File: src/rtl/avalon_port_arbiter.sv
// rtl/avalon_port_arbiter.sv - shares one Avalon-MM master port between instruction and data requesters
// Grants one req/ack requester at a time, steers byte lanes, and aborts on misalignment or bus timeout.
module avalon_port_arbiter #(
  parameter int ROUND_ROBIN    = 1,
  parameter int TIMEOUT_CYCLES = 255
) (
  input  logic        clk,
  input  logic        reset,
  input  logic        instr_req,
  input  logic [31:0] instr_address,
  output logic        instr_ack,
  output logic [31:0] instr_readdata,
  output logic        instr_err,
  input  logic        data_req,
  input  logic        data_we,
  input  logic [31:0] data_address,
  input  logic [1:0]  data_size,
  input  logic [31:0] data_writedata,
  output logic        data_ack,
  output logic [31:0] data_readdata,
  output logic        data_err,
  output logic [31:0] av_address,
  output logic        av_read,
  output logic        av_write,
  output logic [31:0] av_writedata,
  output logic [3:0]  av_byteenable,
  input  logic        av_waitrequest,
  input  logic [31:0] av_readdata,
  output logic        busy
);

  typedef enum logic [1:0] {S_IDLE = 2'd0, S_XFER = 2'd1, S_ACK = 2'd2} state_e;

  localparam logic [15:0] TIMEOUT_LIM = 16'(TIMEOUT_CYCLES);

  state_e      state_q, state_d;
  logic        last_data_q, last_data_d;
  logic        gnt_data_q, gnt_data_d;
  logic [1:0]  off_q, off_d;
  logic [1:0]  size_q, size_d;
  logic [15:0] tcnt_q, tcnt_d;
  logic [31:0] av_address_q, av_address_d;
  logic [31:0] av_writedata_q, av_writedata_d;
  logic        av_read_q, av_read_d;
  logic        av_write_q, av_write_d;
  logic [3:0]  av_byteenable_q, av_byteenable_d;
  logic        instr_ack_q, instr_ack_d;
  logic        instr_err_q, instr_err_d;
  logic        data_ack_q, data_ack_d;
  logic        data_err_q, data_err_d;
  logic [31:0] instr_readdata_q, instr_readdata_d;
  logic [31:0] data_readdata_q, data_readdata_d;

  logic        pick_data;
  logic        data_legal;
  logic        grant_legal;
  logic [31:0] rd_shifted;
  logic [31:0] rd_value;

  always_comb begin
    pick_data = data_req && (!instr_req || (ROUND_ROBIN == 0) || !last_data_q);
    case (data_size)
      2'b00:   data_legal = 1'b1;
      2'b01:   data_legal = !data_address[0];
      2'b10:   data_legal = (data_address[1:0] == 2'b00);
      default: data_legal = 1'b0;
    endcase
    grant_legal = pick_data ? data_legal : (instr_address[1:0] == 2'b00);
    // Read data is right-aligned from the lane the access started on.
    rd_shifted = av_readdata >> {off_q, 3'b000};
    case (size_q)
      2'b00:   rd_value = {24'b0, rd_shifted[7:0]};
      2'b01:   rd_value = {16'b0, rd_shifted[15:0]};
      default: rd_value = rd_shifted;
    endcase
  end

  always_comb begin
    state_d          = state_q;
    last_data_d      = last_data_q;
    gnt_data_d       = gnt_data_q;
    off_d            = off_q;
    size_d           = size_q;
    tcnt_d           = tcnt_q;
    av_address_d     = av_address_q;
    av_writedata_d   = av_writedata_q;
    av_read_d        = av_read_q;
    av_write_d       = av_write_q;
    av_byteenable_d  = av_byteenable_q;
    instr_ack_d      = 1'b0;
    instr_err_d      = 1'b0;
    data_ack_d       = 1'b0;
    data_err_d       = 1'b0;
    instr_readdata_d = instr_readdata_q;
    data_readdata_d  = data_readdata_q;

    case (state_q)
      S_IDLE: begin
        if (instr_req || data_req) begin
          last_data_d = pick_data;
          gnt_data_d  = pick_data;
          if (!grant_legal) begin
            state_d     = S_ACK;
            data_ack_d  = pick_data;
            data_err_d  = pick_data;
            instr_ack_d = !pick_data;
            instr_err_d = !pick_data;
          end else begin
            state_d = S_XFER;
            tcnt_d  = 16'd0;
            if (pick_data) begin
              av_address_d = {data_address[31:2], 2'b00};
              av_read_d    = !data_we;
              av_write_d   = data_we;
              off_d        = data_address[1:0];
              size_d       = data_size;
              case (data_size)
                2'b00: begin
                  av_byteenable_d = 4'b0001 << data_address[1:0];
                  av_writedata_d  = {4{data_writedata[7:0]}};
                end
                2'b01: begin
                  av_byteenable_d = 4'b0011 << data_address[1:0];
                  av_writedata_d  = {2{data_writedata[15:0]}};
                end
                default: begin
                  av_byteenable_d = 4'b1111;
                  av_writedata_d  = data_writedata;
                end
              endcase
            end else begin
              av_address_d    = {instr_address[31:2], 2'b00};
              av_read_d       = 1'b1;
              av_write_d      = 1'b0;
              off_d           = 2'b00;
              size_d          = 2'b10;
              av_byteenable_d = 4'b1111;
              av_writedata_d  = 32'd0;
            end
          end
        end
      end
      S_XFER: begin
        if (!av_waitrequest) begin
          if (av_read_q) begin
            if (gnt_data_q) data_readdata_d = rd_value;
            else            instr_readdata_d = rd_value;
          end
          av_read_d       = 1'b0;
          av_write_d      = 1'b0;
          av_byteenable_d = 4'b0000;
          state_d         = S_ACK;
          data_ack_d      = gnt_data_q;
          instr_ack_d     = !gnt_data_q;
        end else if ((TIMEOUT_LIM != 16'd0) && ((tcnt_q + 16'd1) >= TIMEOUT_LIM)) begin
          av_read_d       = 1'b0;
          av_write_d      = 1'b0;
          av_byteenable_d = 4'b0000;
          state_d         = S_ACK;
          data_ack_d      = gnt_data_q;
          data_err_d      = gnt_data_q;
          instr_ack_d     = !gnt_data_q;
          instr_err_d     = !gnt_data_q;
        end else begin
          tcnt_d = tcnt_q + 16'd1;
        end
      end
      S_ACK: begin
        state_d = S_IDLE;
      end
      default: begin
        state_d = S_IDLE;
      end
    endcase
  end

  always_ff @(posedge clk) begin
    if (reset) begin
      state_q          <= S_IDLE;
      last_data_q      <= 1'b0;
      gnt_data_q       <= 1'b0;
      off_q            <= 2'b00;
      size_q           <= 2'b00;
      tcnt_q           <= 16'd0;
      av_address_q     <= 32'd0;
      av_writedata_q   <= 32'd0;
      av_read_q        <= 1'b0;
      av_write_q       <= 1'b0;
      av_byteenable_q  <= 4'b0000;
      instr_ack_q      <= 1'b0;
      instr_err_q      <= 1'b0;
      data_ack_q       <= 1'b0;
      data_err_q       <= 1'b0;
      instr_readdata_q <= 32'd0;
      data_readdata_q  <= 32'd0;
    end else begin
      state_q          <= state_d;
      last_data_q      <= last_data_d;
      gnt_data_q       <= gnt_data_d;
      off_q            <= off_d;
      size_q           <= size_d;
      tcnt_q           <= tcnt_d;
      av_address_q     <= av_address_d;
      av_writedata_q   <= av_writedata_d;
      av_read_q        <= av_read_d;
      av_write_q       <= av_write_d;
      av_byteenable_q  <= av_byteenable_d;
      instr_ack_q      <= instr_ack_d;
      instr_err_q      <= instr_err_d;
      data_ack_q       <= data_ack_d;
      data_err_q       <= data_err_d;
      instr_readdata_q <= instr_readdata_d;
      data_readdata_q  <= data_readdata_d;
    end
  end

  assign instr_ack      = instr_ack_q;
  assign instr_err      = instr_err_q;
  assign instr_readdata = instr_readdata_q;
  assign data_ack       = data_ack_q;
  assign data_err       = data_err_q;
  assign data_readdata  = data_readdata_q;
  assign av_address     = av_address_q;
  assign av_read        = av_read_q;
  assign av_write       = av_write_q;
  assign av_writedata   = av_writedata_q;
  assign av_byteenable  = av_byteenable_q;
  assign busy           = (state_q != S_IDLE);

endmodule
File: config.mk
export PLATFORM = sky130hd
export DESIGN_NAME = avalon_port_arbiter
export DESIGN_NICKNAME = d
export VERILOG_FILES = /design/src/rtl/avalon_port_arbiter.sv
export SDC_FILE = /design/constraint.sdc
export NUM_CORES = 1
export LEC_CHECK = 0
export BUFFER_PORTS_ARGS = -buffer_cell sky130_fd_sc_hd__buf_2
export CORE_MARGIN = 10
export CORE_UTILIZATION = 53
export DETAILED_ROUTE_END_ITERATION = 12
export GPL_ROUTABILITY_DRIVEN = 0
export PLACE_DENSITY = 0.86
export SLEW_MARGIN = 20
export SYNTH_ARGS = -nofsm -noshare
export SYNTH_HDL_FRONTEND = slang
export SYNTH_SLANG_ARGS = --single-unit
export TNS_END_PERCENT = 1
File: constraint.sdc
create_clock -name clk -period 7.1 [get_ports clk]
set_clock_uncertainty 0.05 [all_clocks]
set_input_delay 0.355 -clock clk [delete_from_list [all_inputs] [get_ports clk]]
set_output_delay 0.355 -clock clk [all_outputs]
set_load 0.02 [all_outputs]
## Word level (Yosys, flattened, before mapping)

Index checks and enable logic that the tools add are counted.

- Bitwise operators: 2
- Shift-type cells: 3
- Mux-type cells: 49
- Reduce and logical (&&, ||, !) cells: 22
- $add $sub $neg: 1
- Magnitude comparators: 1
- Equality and inequality tests: 9

Operators with widths:

| cell | count |
|---|---|
| $pmux 32 s2 | 2 |
| $mux 16 | 4 |
| $mux 32 | 2 |
| $pmux 16 s2 | 1 |
| $shr 32x5->32 | 1 |
| $mux 4 | 5 |
| $mux 1 | 19 |
| $add 16x1->16 const B | 1 |
| $ge 16x8->1 const B | 1 |
| $pmux 4 s2 | 2 |
| $mux 2 | 6 |
| $pmux 1 s2 | 6 |
| $reduce_and 4->1 | 3 |
| $logic_not 2->1 | 5 |
| $ne 2x2->1 const B | 4 |
| $eq 2x1->1 const B | 3 |
| $logic_not 1->1 | 5 |
| $reduce_and 5->1 | 1 |
| $pmux 2 s2 | 1 |
| $reduce_and 2->1 | 2 |
| $reduce_bool 2->1 | 2 |
| $shl 1x2->4 const A | 1 |
| $shl 2x2->4 const A | 1 |
| $ne 3x3->1 const B | 1 |
| other kinds (6) | 8 |

- Output and inout port bits: 139
- Register bits: 161
- Logic and storage cells: 103
- Bits of input ports: 136

## Depth between registers and ports, before layout

- Word-level depth: 7
- Mapped depth: 10
- Mapped depth without buffers: 8

## Worst setup path after synthesis

Ideal clock, no wire load.

- Path kind: reg2reg
- Start: register tcnt_q[1]
- End: register av_byteenable_q[0] (netlist: av_byteenable[0])
- Cell stages (with the launch flop): 9
- Data arrival time: 2175 ps
- Buffers on the path: 1
- Path slack: 4737 ps
- Required time: 6912 ps
- Cell sequence: dfxtp_1 ha_1 nand3_1 nor4_1 mux2_2 and4bb_1 buf_4 a21boi_4 o221ai_1

- Longest elaborated chain between the ends: 4

RTL lines:

| element | line | RTL |
|---|---|---|
| from (decl) | 41 | `logic [15:0] tcnt_q, tcnt_d;` |
| from (signal assigned) | 202 | `tcnt_q <= tcnt_d;` |
| $add 16x1->16 | 155 | `end else if ((TIMEOUT_LIM != 16'd0) && ((tcnt_q + 16'd1) >= TIMEOUT_LIM)) begin` |
| $ge 16x8->1 | 155 |  |
| $ne 3x3->1 (no source line) | - |  |
| $reduce_and 4->1 (no source line) | - |  |
| to (signal assigned) | 207 | `av_byteenable_q <= av_byteenable_d;` |
| to (decl) | 46 | `logic [3:0] av_byteenable_q, av_byteenable_d;` |

Every way passes these cells.
A chain may end at the register's enable or synchronous reset.

==> impl_results.html <==
<table>
<tr><th>Metric</th><th>Value</th></tr>
<tr><th colspan="2">Timing</th></tr>
<tr><td>Minimum clock period after layout</td><td>2.87 ns</td></tr>
<tr><td>Pin slew with the least headroom to its limit</td><td>0.914 ns</td></tr>
<tr><td>Maximum clock frequency</td><td>349 MHz</td></tr>
<tr><td>Worst relative slew slack</td><td>0.389</td></tr>
<tr><td>Final period utilization</td><td>0.404</td></tr>
<tr><td>Unrepaired setup endpoints after global routing</td><td>false</td></tr>
<tr><td>Setup Viol. Count Final</td><td>0</td></tr>
<tr><td>Post-route setup TNS</td><td>0 ns</td></tr>
<tr><td>Number of pins with negative max-slew slack in the final report</td><td>0</td></tr>
<tr><td>Final hold vios</td><td>0</td></tr>
<tr><th colspan="2">Global routing</th></tr>
<tr><td>Number of antenna violations at the first check in global routing</td><td>0</td></tr>
<tr><td>GRT Residual Overflow</td><td>0</td></tr>
<tr><td>Via count of the first global-routing pass</td><td>7475</td></tr>
<tr><td>Overall routing resource usage</td><td>0.254</td></tr>
<tr><td>Wire length of the first global-routing pass</td><td>38400 um</td></tr>
<tr><td>Largest net degree at the start of global routing</td><td>88</td></tr>
<tr><th colspan="2">Floorplan</th></tr>
<tr><td>FP Rows</td><td>42</td></tr>
<tr><td>Starting utilization of the core area</td><td>0.547</td></tr>
<tr><td>Core Area</td><td>13400 um2</td></tr>
<tr><td>I/O pin total</td><td>about 280</td></tr>
<tr><td>Total die area</td><td>18900 um2</td></tr>
<tr><td>Width of the die</td><td>138 um</td></tr>
<tr><td>Die height</td><td>138 um</td></tr>
<tr><th colspan="2">Drt</th></tr>
<tr><td>Vias after detailed routing</td><td>7750</td></tr>
<tr><td>Vias per inst</td><td>5.59</td></tr>
<tr><td>Average wire length per cell after detail routing</td><td>between 15 and 20 um</td></tr>
<tr><td>Routed WL</td><td>24900 um</td></tr>
<tr><td>Number of design rule violations left after detail routing</td><td>0</td></tr>
<tr><td>Count of antenna-violating nets left after detailed routing</td><td>0</td></tr>
<tr><td>Initial detailed-routing violation count</td><td>640</td></tr>
<tr><td>Length of the first detailed-routing pass in iterations</td><td>6</td></tr>
<tr><th colspan="2">Finish</th></tr>
<tr><td>Fraction of final layout cells with drive strength greater than 1</td><td>0.274</td></tr>
<tr><td>Most common library cell in the layout ignoring fill and taps</td><td>buf_2</td></tr>
<tr><td>Total of fill cells in the finished design</td><td>1114</td></tr>
<tr><td>Layout-stage area growth over the synthesis result</td><td>26.4%</td></tr>
<tr><td>Antenna diodes</td><td>0</td></tr>
<tr><td>Most frequent cells in the layout</td><td>buf_2 (271), nand2_1 (238), dfxtp_1 (159), a21oi_1 (138), nor2_1 (97)</td></tr>
<tr><td>Util after Layout</td><td>0.692</td></tr>
<tr><td>Net total in the final layout</td><td>1336</td></tr>
<tr><th colspan="2">Setup path</th></tr>
<tr><td>Worst path cell trace</td><td>a21boi_4 &gt; buf_4 &gt; nor3_1 &gt; a21oi_1 &gt; nor2_4 &gt; buf_4 &gt; nor2_1 &gt; a311oi_1</td></tr>
<tr><td>Crit path max-delay cell type</td><td>buf_4</td></tr>
<tr><td>CP most frequent cell</td><td>buf_4</td></tr>
<tr><td>Kind of end point of the critical path</td><td>flip-flop</td></tr>
<tr><td>Data arrival time at the worst-slack endpoint</td><td>3.12 ns</td></tr>
<tr><td>Largest fanout on the critical path</td><td>87</td></tr>
<tr><td>Endpoint required time on the critical path</td><td>7.36 ns</td></tr>
<tr><td>Type of the worst setup path</td><td>reg2reg</td></tr>
<tr><td>Worst Setup Start Kind</td><td>flip-flop</td></tr>
<tr><td>Delay of the slowest cell on the worst path</td><td>approximately 0.7 ns</td></tr>
<tr><th colspan="2">Logic synthesis</th></tr>
<tr><td>Gate count of the mapped netlist</td><td>a little under 1000</td></tr>
<tr><td>Number of enable flip-flop cells after synthesis</td><td>0</td></tr>
<tr><td>Number of synthesis warnings</td><td>0</td></tr>
<tr><td>Netlist area before placement</td><td>7330 um2</td></tr>
<tr><td>Part of the Yosys area used for sequential elements</td><td>0.434</td></tr>
<tr><td>Syn_area_per_cell</td><td>7.51 um2</td></tr>
<tr><td>Share of flip-flops with an asynchronous set or reset</td><td>0</td></tr>
<tr><td>Most used flip-flop cell after synthesis</td><td>dfxtp_1</td></tr>
<tr><td>Flop and latch count out of synthesis</td><td>159</td></tr>
<tr><td>Number of library cell types mapped by synthesis</td><td>55</td></tr>
<tr><th colspan="2">Place</th></tr>
<tr><td>DP HPWL</td><td>17800 um</td></tr>
<tr><td>Count of buffers inserted at the top-level ports</td><td>272</td></tr>
<tr><th colspan="2">Job</th></tr>
<tr><td>Max Cap Violations</td><td>0</td></tr>
<tr><th colspan="2">Status</th></tr>
<tr><td>Result of the run</td><td>complete, no violations</td></tr>
<tr><th colspan="2">Pwr</th></tr>
<tr><td>Lkg Pwr</td><td>4.03 nW</td></tr>
<tr><td>Peak supply drop</td><td>about 0.00016 V</td></tr>
<tr><td>Power per unit of standard cell area</td><td>237 nW/um2</td></tr>
<tr><th colspan="2">CTS</th></tr>
<tr><td>Insertion delay of the later-clocked pin in the worst-skew pair</td><td>0.43 ns</td></tr>
<tr><td>Clock Path Buffers</td><td>2</td></tr>
<tr><td>Clock input transition at the sequential cells of the worst setup and hold paths</td><td>approximately 0.06 ns</td></tr>
<tr><td>Clock Sinks</td><td>159</td></tr>
<tr><td>Post_cts resized</td><td>0</td></tr>
<tr><td>Count of H-tree levels built during CTS</td><td>4</td></tr>
<tr><td>Number of buffers created by CTS</td><td>17</td></tr>
<tr><td>Root cell of the clock tree</td><td>clkbuf_16</td></tr>
<tr><td>Post-CTS Hold Fix Bufs</td><td>0</td></tr>
<tr><td>Clock tree from TritonCTS</td><td>yes</td></tr>
<tr><td>Post-CTS setup buffer count</td><td>0</td></tr>
<tr><th colspan="2">Min path</th></tr>
<tr><td>Hold crit path type</td><td>in2reg</td></tr>
</table>
==> logic make-up after synthesis <==
family	after synthesis	share of synthesized area
xor gates and xnor gates	5	0.00597
other	1	0.000511
and+or+nand+nor	429	0.252
DFF	159	0.434
muxes	26	0.0370
buffers and inverters	113	0.0625
AOI/OAI and AO/OA	241	0.205
adders and majority gates	2	0.00341
==> where the power goes <==
part           internal (mW)  switching (mW)
clock                  0.544           0.361
combinational          0.116           0.221
sequential             0.930          0.0261
total                   1.59           0.609
==> critical path: cells and delay by family (launching register included) <==
family          cells  cell delay [ns]
simple gates        3             0.51
flops               1             0.57
compound gates      3             0.58
buf+inv             2             1.00
==> routing by layer <==
layer | vias up | GRT usage | wire length (um)
li1 | 3758 | - | -
met1 | 3535 | 0.284 | 9010
met2 | 392 | 0.421 | 12200
met3 | 65 | 0.0940 | 2910
met4 | 0 | 0.119 | 821
met5 | - | 0 | 0
==> path summary, 6_finish.rpt <==
check / startpoint / to / slack [ns] / depth (start not counted)
setup reg to reg: gnt_data_q / av_address[6] / 4.23 / 8
hold reg to reg: av_writedata[15] / av_writedata[15] / 0.40 / 2
setup / recovery: gnt_data_q / av_address[6] / 4.23 / 8
hold / removal: data_address[22] / av_address[22] / 0.13 / 3
==> state kept, by name (all words and copies together), names as in the netlist, 2 cells and up <==
signal / flops
av_writedata: 32
data_readdata: 32
instr_readdata: 32
av_address: 30
tcnt_q: 16
av_byteenable: 4
off_q: 2
size_q: 2
state_q: 2
==> cells in the mapped netlist (4+ instances only) <==
master    count  area, um2
nand2_1     238        893
dfxtp_1     159       3180
a21oi_1     138        691
nor2_1       98        368
clkbuf_1     63        236
nand3_1      33        165
inv_1        32        120
a311oi_1     31        272
mux2i_1      17        170
o21ai_0      16       80.1
nor2b_1      13       81.3
a211oi_1     11       82.6
a22oi_1      11       82.6
mux2_2        9        101
nand4_1       9       56.3
buf_2         8       40.0
nor3_1        8       40.0
nand3b_1      7       52.6
o211ai_1      7       52.6
nand2b_1      5       31.3
o21a_1        5       37.5
buf_1         4       15.0
buf_4         4       30.0
o221ai_1      4       35.0
==> through the flow <==
step / cells / instance area [um2] / setup slack (ns) / hold slack (ns) / total power [mW]
final: 1386 / 9270 / 4.23 / 0.132 / 2.20
after global routing: 1386 / 9270 / 3.99 / 0.140 / 2.28
after CTS: 1386 / 9270 / 4.26 / 0.126 / 2.20
after detailed placement: 1355 / 8690 / 4.36 / 0.392 / 1.31
after global placement: 1355 / 8690 / 4.47 / 0.385 / 1.30
after floorplan: 977 / 7340 / 4.74 / 0.384 / 1.18
==> cell type report <==
type	instances	area, um2	area share
inverter	32	120	0.0130
tap	176	220	0.0238
timing repair buffer	283	1450	0.156
clock inverter	9	106	0.0115
multi-input combinational	705	3720	0.401
clock buffer	22	474	0.0512
sequential	159	3180	0.344
No activity file was read; power rests on OpenSTA's default activity.
